===== config.mk =====
export PLATFORM = sky130hd
export DESIGN_NAME = imem_uart_loader
export DESIGN_NICKNAME = d
export VERILOG_FILES = /design/src/rtl/apple_soc_pkg.sv /design/src/rtl/uart_rx_byte.sv /design/src/rtl/imem_uart_loader.sv
export SDC_FILE = /design/constraint.sdc
export NUM_CORES = 1
export LEC_CHECK = 0
export ABC_AREA = 1
export BUFFER_PORTS_ARGS = -buffer_cell sky130_fd_sc_hd__buf_2
export CAP_MARGIN = 20
export CORE_ASPECT_RATIO = 1.1
export CORE_UTILIZATION = 32
export CTS_BUF_LIST = sky130_fd_sc_hd__clkbuf_4
export DETAILED_ROUTE_END_ITERATION = 6
export GPL_TIMING_DRIVEN = 0
export PLACE_DENSITY = 0.5
export SETUP_SLACK_MARGIN = 0.3
export SYNTH_ARGS = -nofsm -noshare
export SYNTH_HDL_FRONTEND = slang
export SYNTH_SLANG_ARGS = --single-unit
export TNS_END_PERCENT = 100

===== constraint.sdc =====
create_clock -name clk -period 2.9 [get_ports clk]
set_input_delay 0.435 -clock clk [delete_from_list [all_inputs] [get_ports clk]]
set_output_delay 0.435 -clock clk [all_outputs]
set_load 0.02 [all_outputs]

===== src/rtl/apple_soc_pkg.sv =====
// Shared SoC definitions: loader FSM encodings, UART frame constants and IMEM word geometry.
package apple_soc_pkg;

    typedef enum logic [1:0] {
        ST_IDLE  = 2'd0,
        ST_LOAD  = 2'd1,
        ST_FLUSH = 2'd2
    } ldr_state_t;

    typedef enum logic [1:0] {
        RX_IDLE  = 2'd0,
        RX_START = 2'd1,
        RX_DATA  = 2'd2,
        RX_STOP  = 2'd3
    } rx_state_t;

    localparam int UART_DATA_BITS = 8;
    localparam bit UART_LSB_FIRST = 1'b1;
    localparam int IMEM_DW        = 32;
    localparam int BYTES_PER_WORD = IMEM_DW / UART_DATA_BITS;

endpackage


===== src/rtl/uart_rx_byte.sv =====
// 8N1 UART byte receiver working on an already-synchronised rxd; samples at bit centres.
// abort returns the receiver to idle immediately, discarding any byte in flight.
module uart_rx_byte
    import apple_soc_pkg::*;
#(
    parameter int CLKS_PER_BIT = 434
) (
    input  logic       clk,
    input  logic       reset,
    input  logic       rxd,
    input  logic       abort,
    output logic       byte_valid,
    output logic [7:0] byte_data,
    output logic       stop_err
);

    localparam int CW = (CLKS_PER_BIT > 2) ? $clog2(CLKS_PER_BIT) : 2;
    localparam logic [CW-1:0] HALF_CNT = CW'(CLKS_PER_BIT / 2 - 1);
    localparam logic [CW-1:0] FULL_CNT = CW'(CLKS_PER_BIT - 1);
    localparam logic [2:0]    LAST_BIT = 3'(UART_DATA_BITS - 1);

    rx_state_t     state, state_nx;
    logic [CW-1:0] clk_cnt, cnt_nx;
    logic [2:0]    bit_idx, bit_nx;
    logic [7:0]    shift, shift_nx;
    logic          rxd_prev;

    always_ff @(posedge clk or negedge reset) begin
        if (!reset) begin
            state    <= RX_IDLE;
            clk_cnt  <= '0;
            bit_idx  <= '0;
            shift    <= '0;
            rxd_prev <= 1'b1;
        end else begin
            state    <= state_nx;
            clk_cnt  <= cnt_nx;
            bit_idx  <= bit_nx;
            shift    <= shift_nx;
            rxd_prev <= rxd;
        end
    end

    always_comb begin
        state_nx   = state;
        cnt_nx     = clk_cnt + 1'b1;
        bit_nx     = bit_idx;
        shift_nx   = shift;
        byte_valid = 1'b0;
        stop_err   = 1'b0;
        case (state)
            RX_IDLE: begin
                cnt_nx = '0;
                if (rxd_prev && !rxd) state_nx = RX_START;
            end
            RX_START: begin
                // A start bit that is no longer low at half-bit was a glitch.
                if (clk_cnt == HALF_CNT) begin
                    cnt_nx   = '0;
                    bit_nx   = '0;
                    state_nx = rxd ? RX_IDLE : RX_DATA;
                end
            end
            RX_DATA: begin
                if (clk_cnt == FULL_CNT) begin
                    cnt_nx   = '0;
                    shift_nx = {rxd, shift[7:1]};
                    if (bit_idx == LAST_BIT) state_nx = RX_STOP;
                    else                     bit_nx   = bit_idx + 1'b1;
                end
            end
            RX_STOP: begin
                if (clk_cnt == FULL_CNT) begin
                    cnt_nx   = '0;
                    state_nx = RX_IDLE;
                    if (rxd) byte_valid = 1'b1;
                    else     stop_err   = 1'b1;
                end
            end
            default: state_nx = RX_IDLE;
        endcase
        // A byte finishing in the abort cycle is still reported; only the receiver is rearmed.
        if (abort) begin
            state_nx = RX_IDLE;
            cnt_nx   = '0;
        end
    end

    assign byte_data = shift;

endmodule


===== src/rtl/imem_uart_loader.sv =====
// Boot loader: packs a little-endian UART byte stream into 32-bit IMEM words while holding the CPU.
// Optional feature macro: IMEM_LOADER_CKSUM_EN adds a 32-bit wrapping checksum output 'cksum'.
module imem_uart_loader
    import apple_soc_pkg::*;
#(
    parameter int CLKS_PER_BIT = 434,
    parameter int IMEM_AW      = 14
) (
    input  logic               clk,
    input  logic               reset,
    input  logic               load_imem,
    input  logic               uart0_rxd,
    output logic               imem_wr,
    output logic [IMEM_AW-1:0] imem_addr,
    output logic [IMEM_DW-1:0] imem_wdata,
    output logic               cpu_hold,
    output logic               load_done,
    output logic [IMEM_AW:0]   word_count,
    output logic               frame_err,
    output logic               addr_ovf
`ifdef IMEM_LOADER_CKSUM_EN
    ,
    output logic [IMEM_DW-1:0] cksum
`endif
);

    logic [1:0]         load_sync, rxd_sync;
    logic               load_prev;
    logic               load_s, rxd_s, load_rise, load_fall;
    ldr_state_t         state, state_nx;
    logic [1:0]         byte_cnt, cnt_after;
    logic [IMEM_DW-1:0] lane_buf, word_merged;
    logic               byte_valid, stop_err, rx_abort;
    logic [7:0]         byte_data;
    logic               acc, word_full, flush_go, load_start;

    always_ff @(posedge clk or negedge reset) begin
        if (!reset) begin
            load_sync <= 2'b00;
            rxd_sync  <= 2'b11;
            load_prev <= 1'b0;
        end else begin
            load_sync <= {load_sync[0], load_imem};
            rxd_sync  <= {rxd_sync[0], uart0_rxd};
            load_prev <= load_sync[1];
        end
    end

    assign load_s    = load_sync[1];
    assign rxd_s     = rxd_sync[1];
    assign load_rise = load_s & ~load_prev;
    assign load_fall = ~load_s & load_prev;
    assign rx_abort  = (state != ST_LOAD) | load_fall;

    uart_rx_byte #(
        .CLKS_PER_BIT(CLKS_PER_BIT)
    ) u_rx (
        .clk       (clk),
        .reset     (reset),
        .rxd       (rxd_s),
        .abort     (rx_abort),
        .byte_valid(byte_valid),
        .byte_data (byte_data),
        .stop_err  (stop_err)
    );

    always_comb begin
        acc         = (state == ST_LOAD) && byte_valid;
        word_merged = lane_buf;
        if (acc) word_merged[{byte_cnt, 3'b000} +: 8] = byte_data;
        cnt_after   = acc ? byte_cnt + 2'd1 : byte_cnt;
        word_full   = acc && (byte_cnt == 2'(BYTES_PER_WORD - 1));
        load_start  = (state == ST_IDLE) && load_rise;

        state_nx = state;
        case (state)
            ST_IDLE:  if (load_rise) state_nx = ST_LOAD;
            // A byte landing in the same cycle as the falling edge still counts toward the flush.
            ST_LOAD:  if (load_fall) state_nx = (cnt_after != 2'd0) ? ST_FLUSH : ST_IDLE;
            ST_FLUSH: state_nx = ST_IDLE;
            default:  state_nx = ST_IDLE;
        endcase
        flush_go = (state == ST_LOAD) && (state_nx == ST_FLUSH);
    end

    always_ff @(posedge clk or negedge reset) begin
        if (!reset) begin
            state      <= ST_IDLE;
            cpu_hold   <= 1'b0;
            load_done  <= 1'b0;
            imem_wr    <= 1'b0;
            imem_wdata <= '0;
            imem_addr  <= '0;
            word_count <= '0;
            frame_err  <= 1'b0;
            addr_ovf   <= 1'b0;
            lane_buf   <= '0;
            byte_cnt   <= '0;
        end else begin
            state     <= state_nx;
            cpu_hold  <= (state_nx != ST_IDLE);
            load_done <= (state != ST_IDLE) && (state_nx == ST_IDLE);
            imem_wr   <= word_full | flush_go;
            if (word_full || flush_go) imem_wdata <= word_merged;

            if (load_start || word_full) lane_buf <= '0;
            else if (acc)                lane_buf <= word_merged;
            byte_cnt <= load_start ? 2'd0 : cnt_after;

            if (load_start) begin
                imem_addr  <= '0;
                word_count <= '0;
                frame_err  <= 1'b0;
                addr_ovf   <= 1'b0;
            end else begin
                // Address advances after the write cycle so addr/data stay stable while imem_wr is high.
                if (imem_wr) begin
                    imem_addr  <= imem_addr + 1'b1;
                    word_count <= word_count + 1'b1;
                    if (&imem_addr) addr_ovf <= 1'b1;
                end
                if ((state == ST_LOAD) && stop_err) frame_err <= 1'b1;
            end
        end
    end

`ifdef IMEM_LOADER_CKSUM_EN
    always_ff @(posedge clk or negedge reset) begin
        if (!reset)          cksum <= '0;
        else if (load_start) cksum <= '0;
        else if (imem_wr)    cksum <= cksum + imem_wdata;
    end
`endif

endmodule

==> run_results.csv, run 1 <==
group,metric,value,unit
pwr,leakage,3.78,nW
clock_network,clockBufferDepth,2,
placed_design,dp_cells,1065,
pwr,p_sw_frac,0.244,
route,first_pass_iters,4,
sta,rsz0062_at_grt,"no",
route,drc_errors,0,
clock_network,clkTransAtPathRegs,0.13,ns
sta,relSlewSlack,0.581,
pwr,pwr-share-comb,0.067,
min_path,hold_path_class,"register to register",
placed_design,placed_area,0.00685,mm²
critical_path,cp-startpoint,"byte_cnt[0]",
synthesis,yosysMostFrequentCell,"nand2_1",
layout,finalNonFillerCells,1101,
critical_path,path_max_fanout,10,
outcome,status,"completed",
global_route,track_usage,0.159,
synthesis,syn_area,0.00617,mm²
global_route,grt_pass1_vias,4817,
placed_design,gp_congestion,0.818,
clock_network,cts.sinks,130,
floorplan,start_util,0.331,
sta,report.final.slew_viol_count,0,
run,cap_violations,0,
synthesis,syn_inst,752,
pwr,switching_power,0.000923,W
placed_design,dp_hpwl,10500,µm
global_route,grt_first_pass_wirelength,24300,µm
min_path,hold_start,"load_sync[0]",
synthesis,ys_seq_elements,130,
critical_path,critical_path_required,3.41,ns
sta,fmaxAchievable,436,MHz
sta,finalSetupViolations,0,
sta,hold_violations,0,
pwr,internal-power,0.00286,W
clock_network,worst_skew_pair.late_latency,0.56,ns
route,wl_per_cell,13.3,µm
synthesis,yosysTopAreaCellShare,0.515,
sta,period_share,0.790,
clock_network,postCtsSetupBuffers,0,
pwr,powerDensity,520,mW/mm²
route,postRouteAntennaNets,0,
critical_path,crit_type,"register to register",
global_route,grt_max_degree,69,
pwr,ir_drop,236,µV
placed_design,numPortBuffers,69,
route,vias,4981,
sta,tightest_slew,0.628,ns
global_route,grt.overflow.total,0,
global_route,antenna_found_initial,1,
critical_path,cp.arrival,2.80,ns
floorplan,dieArea,0.0198,mm²
synthesis,synth_cell_types,36,
clock_network,numCtsBuffers,17,
synthesis,synth-edff-count,0,
synthesis,synth_warnings,0,
floorplan,io_pins,70,
pwr,power,0.00379,W
synthesis,syn_nets,769,
sta,tns,0,ns
clock_network,tritoncts,"yes",
synthesis,synth.area.top_cells,"dfrtp_1 52%, nand2_1 10%, inv_1 7.1%",
route,vias_per_cell,4.52,
synthesis,avgSynthCellArea,8.20,µm²
sta,skew,0.0269,ns
clock_network,cts_max_level,4,
floorplan,fp-row-count,52,
pwr,p_seq_frac,0.494,
floorplan,core,0.0186,mm²
synthesis,ys_seq_area_frac,0.528,
route,routed_wl,14600,µm
layout,final_nets,861,
critical_path,reg2reg_from,"byte_cnt[0]",
floorplan,die_h,148,µm
sta,min_period,2.29,ns
critical_path,worstSetupEndpointType,"register",
floorplan,dieWidth,134,µm
synthesis,yosys.area.top_type,"dfrtp_1",
clock_network,cts_root_buffer,"clkbuf_4",
synthesis,synth_flop_cell,"dfrtp_1",
layout,fillers,1994,
layout,area_delta_synth_final,18.0,%
synthesis,async_flop_share,1.00,
synthesis,synth_common_cells,"168 x nand2_1, 127 x dfrtp_1, 116 x inv_1, 94 x nor2_1, 64 x nand3_1",
pwr,clkPwrFrac,0.438,
layout,layout-drive-gt1-share,0.148,
critical_path,cp-start-kind,"register",
route,drt-initial-drc-count,208,
layout,stdcell_area,0.00727,mm²
## power by group through the flow
stage               Clock, W  Sequential (W)  Combinational [W]
finish               0.00166         0.00187           0.000255
global route         0.00178         0.00188           0.000305
CTS                  0.00171         0.00187           0.000264
detailed placement         0         0.00191           0.000260
global placement           0         0.00191           0.000253
floorplan                  0         0.00191           0.000154
## routing by layer
metal,up-vias,global-route usage,share of wire
met5,-,0,0
met4,0,0.0545,0.014
met3,15,0.0405,0.036
met2,78,0.260,0.48
met1,2328,0.203,0.47
li1,2560,-,-
## final cells by class
cell class,count,area [µm²],share of cell area
Multi-Input combinational cell,479,2330,0.320
Clock buffer,18,135,0.0186
Sequential cell,130,3260,0.448
Antenna cell,1,2.50,0.000344
Inverter,120,450,0.0619
Clock inverter,14,258,0.0354
Tap cell,243,304,0.0418
Buffer,23,131,0.0181
Timing Repair Buffer,73,409,0.0562
## critical path, stage by stage, from the launching register on
cell and delay (ns):
dfrtp_1 0.45, inv_1 0.14, ha_1 0.34, clkinv_1 0.28, nand3_4 0.25, nand2_1 0.09
nand2_1 0.12, nand2_4 0.12, nand2_4 0.12, buf_6 0.17, nand2_1 0.08, nand2_1 0.08
## per-stage QoR
step                      hold slack, ns  utilization  worst slack, ns
final                              0.362        0.391            0.608
after global routing               0.377        0.391            0.346
after CTS                          0.369        0.391            0.389
after detailed placement           0.335        0.368            0.430
after global placement             0.332        0.366           -0.555
after floorplan                    0.139            -             1.01
## state kept, by name, summed over array words and instances (netlist names), 2 cells and up
| name | count |
|---|---|
| load_sync | 2 |
| rxd_sync | 2 |
| state | 2 |
| u_rx.byte_data | 8 |
| u_rx.state | 2 |
| word_count | 15 |
| u_rx.clk_cnt | 9 |
| byte_cnt | 2 |
| lane_buf | 32 |
| u_rx.bit_idx | 3 |
| imem_addr | 14 |
| imem_wdata | 32 |
## final timing paths
check / depth (start not counted) / slack [ns] / to
worst max register to register: 11 / 0.61 / imem_wdata[31]
max in group asynchronous: 3 / 1.72 / lane_buf[3]
worst min register to register: 0 / 0.36 / load_sync[1]
worst max-delay path: 11 / 0.61 / imem_wdata[31]
worst min-delay path: 0 / 0.36 / load_sync[1]
min in group asynchronous: 2 / 0.44 / frame_err
## logic make-up after synthesis
kind of cell | count (synthesis) | share of synthesized area
AO/OA/AOI/OAI | 90 | 0.0797
XOR/XNOR | 9 | 0.0128
adder cells (fa/ha/maj) | 13 | 0.0264
buffers and inverters | 143 | 0.0944
flip-flops | 130 | 0.528
AND/OR/NAND/NOR | 367 | 0.259
## placed cells by master (no fill, tap or decap), types with 2 or more instances in the layout
cell type	n
buf_6	4
nand2_1	168
ha_1	13
a211oi_1	3
buf_2	74
a21oi_1	16
clkinv_1	4
dfstp_2	3
nand2_4	3
nor2_4	3
nand3_1	64
dfrtp_1	127
buf_4	4
clkbuf_4	18
a31oi_1	2
dlygate4sd3_1	3
inv_1	116
nor2_1	94
nand3b_1	3
o31ai_1	7
nor3_1	18
xor2_1	4
nand4_1	8
xnor2_1	5
clkinvlp_4	3
bufinv_16	7
inv_2	2
clkbuf_1	10
o21ai_1	2
o21ai_0	56
## timing repair
action	in CTS	in global routing
gates resized for setup	0	1
hold buffers	3	0
hold endpoints to repair	61	0
setup endpoints to repair	0	15
Note: power is estimated with default switching activity, not from simulation.
==> inputs of run 2 (changes only) <==
--- a/config.mk
+++ b/config.mk
@@ -13,7 +13,7 @@
 export CTS_BUF_LIST = sky130_fd_sc_hd__clkbuf_4
 export DETAILED_ROUTE_END_ITERATION = 6
 export GPL_TIMING_DRIVEN = 0
-export PLACE_DENSITY = 0.5
+export PLACE_DENSITY = 0.52
 export SETUP_SLACK_MARGIN = 0.3
 export SYNTH_ARGS = -nofsm -noshare
 export SYNTH_HDL_FRONTEND = slang
==> constraint.sdc (replaced) <==
create_clock -name clk -period 2 [get_ports clk]
set_input_delay 0.3 -clock clk [delete_from_list [all_inputs] [get_ports clk]]
set_output_delay 0.3 -clock clk [all_outputs]
set_load 0.02 [all_outputs]
==> run 2 against run 1 <==
  * Setup slack lost 0.53 ns
  * Combinational power up 140%
  * Global-route usage is 0.65 points higher
  * Clock power down 3%
  * Routed wire length grew 6.5%
  * Cell area rose by 9.8%
  * Core utilization increased by 3.8 points
  * Sequential power is 45% higher
  * Die area unchanged
  * First-iteration DRC count up 15%
  * Non-clock buffer count increased by 38
  * Largest cell class unchanged
==> run_results.csv, run 2 (synthesized netlist as in run 1, its figures left out) <==
group,metric,value,unit
outcome,status,"completed",
clock_network,cts_root_buffer,"clkbuf_4",
critical_path,critical-path-max-stage-delay,0.59,ns
floorplan,io_pins,70,
sta,hold_violations,0,
sta,period_share,0.960,
sta,finalSetupViolations,0,
floorplan,dieWidth,134,µm
route,wl_per_cell,13.7,µm
critical_path,worstSetupEndpointType,"register",
layout,reg_top3,"imem_wdata x32, lane_buf x32, word_count x15",
pwr,ir_drop,384,µV
critical_path,cp_cell_sequence,"inv_4, nor3_4, buf_6, nand2_4, nand2_1, nand2_1, inv_2, nand2_4, nand2_8, nand2_8, buf_8, nand2_1, nand2_1",
route,vias,5262,
global_route,grt_first_pass_wirelength,25300,µm
global_route,grt.overflow.total,0,
pwr,power,0.00493,W
sta,setup_slack,0.0802,ns
run,cap_violations,0,
placed_design,dp_cells,1065,
clock_network,cts.sinks,130,
layout,final_common_cell,"nand2_1",
min_path,hold_path_class,"primary input to asynchronous set/reset pin",
critical_path,path_max_fanout,10,
placed_design,numPortBuffers,69,
clock_network,clockBufferDepth,2,
clock_network,clkTransAtPathRegs,0.13,ns
pwr,powerDensity,617,mW/mm²
critical_path,cp.arrival,2.33,ns
sta,relSlewSlack,0.644,
route,drt-initial-drc-count,239,
floorplan,fp-row-count,52,
route,postRouteAntennaNets,0,
sta,min_period,1.92,ns
global_route,antenna_found_initial,1,
layout,final_nets,900,
critical_path,cpMostUsedCell,"nand2_1",
route,drc_errors,0,
floorplan,dieArea,0.0198,mm²
global_route,grt_max_degree,94,
layout,fin_util,0.429,
layout,area_delta_synth_final,29.6,%
placed_design,gp_congestion,0.808,
placed_design,dp_hpwl,10300,µm
critical_path,crit_type,"register to register",
critical_path,critical_path_required,2.41,ns
floorplan,start_util,0.331,
critical_path,cp-start-kind,"register",
clock_network,worst_skew_pair.late_latency,0.53,ns
route,routed_wl,15600,µm
pwr,leakage,3.97,nW
sta,rsz0062_at_grt,"yes",
clock_network,numCtsBuffers,17,
placed_design,place_ws,-0.143,ns
sta,report.final.slew_viol_count,0,
critical_path,r2r_setup_slack,0.08,ns
floorplan,core,0.0186,mm²
layout,layout-drive-gt1-share,0.275,
layout,finalNonFillerCells,1140,
route,first_pass_iters,4,
clock_network,tritoncts,"yes",
global_route,grt_pass1_vias,5053,
route,vias_per_cell,4.62,
sta,fmaxAchievable,521,MHz
sta,tns,0,ns
sta,tightest_slew,0.535,ns
global_route,track_usage,0.165,
clock_network,cts_max_level,4,
floorplan,die_h,148,µm
layout,layout_common_cells,"160 x nand2_1, 125 x dfrtp_1, 110 x inv_1",
critical_path,critPathSlowestCell,"dfstp_2",
sta,skew,0.0213,ns
critical_path,path_buf_inv,4,
critical_path,crit_family,"simple AND/OR/NAND/NOR gates",
run 2: cell count changes in the layout (fill, tap and decap cells not counted), sizes merged:
cell / before / now
bufinv: 7 / 1
clkinvlp: 3 / 2
clkinv: 5 / 13
nand2: 171 / 172
inv: 119 / 117
buf: 83 / 122
run 2: cell type report:
class,instances,area [µm²]
diodes,1,2.50
plain buffers,23,226
clock buffers,19,143
clock inverters,13,95.1
fillers,1916,10600
inverters,120,459
multi-input cells,480,2710
flip-flops and latches,130,3260
well taps,243,304
repair buffers,111,790
run 2: power by group:
part | switching, W | internal, W
registers | 0.0000399 | 0.00268
logic | 0.000374 | 0.000232
clock network | 0.000988 | 0.000618
run 2: repair_timing:
item	in CTS	in global routing
pin swaps	26	19
resized for setup	77	102
hold endpoints to repair	39	0
endpoints found under the setup margin	108	108
gates cloned	5	2
setup buffers	25	7
hold buffers	3	0
run 2: per-stage QoR:
step,hold WS (ns),area (µm²)
detailed placement,0.238,6870
finish,0.236,7990
global route,0.211,7990
global placement,0.332,6840
CTS,0.188,7590
floorplan,0.00441,6190
run 2: final timing paths:
check	cells after the start	start	endpoint
setup / recovery	13	rxd_sync[1]	imem_wdata[27]
hold / removal	2	reset	imem_addr[8]
setup reg to reg	13	rxd_sync[1]	imem_wdata[27]
hold reg to reg	0	load_sync[0]	load_sync[1]
max in group asynchronous	3	reset	imem_addr[0]
min in group clk	0	load_sync[0]	load_sync[1]
run 2: per-layer routing:
layer / vias up / wire, µm / global-route usage
li1: 2651 / - / -
met1: 2493 / 7030 / 0.206
met2: 104 / 7800 / 0.281
met3: 14 / 576 / 0.0398
met4: 0 / 186 / 0.0506
met5: - / 0 / 0
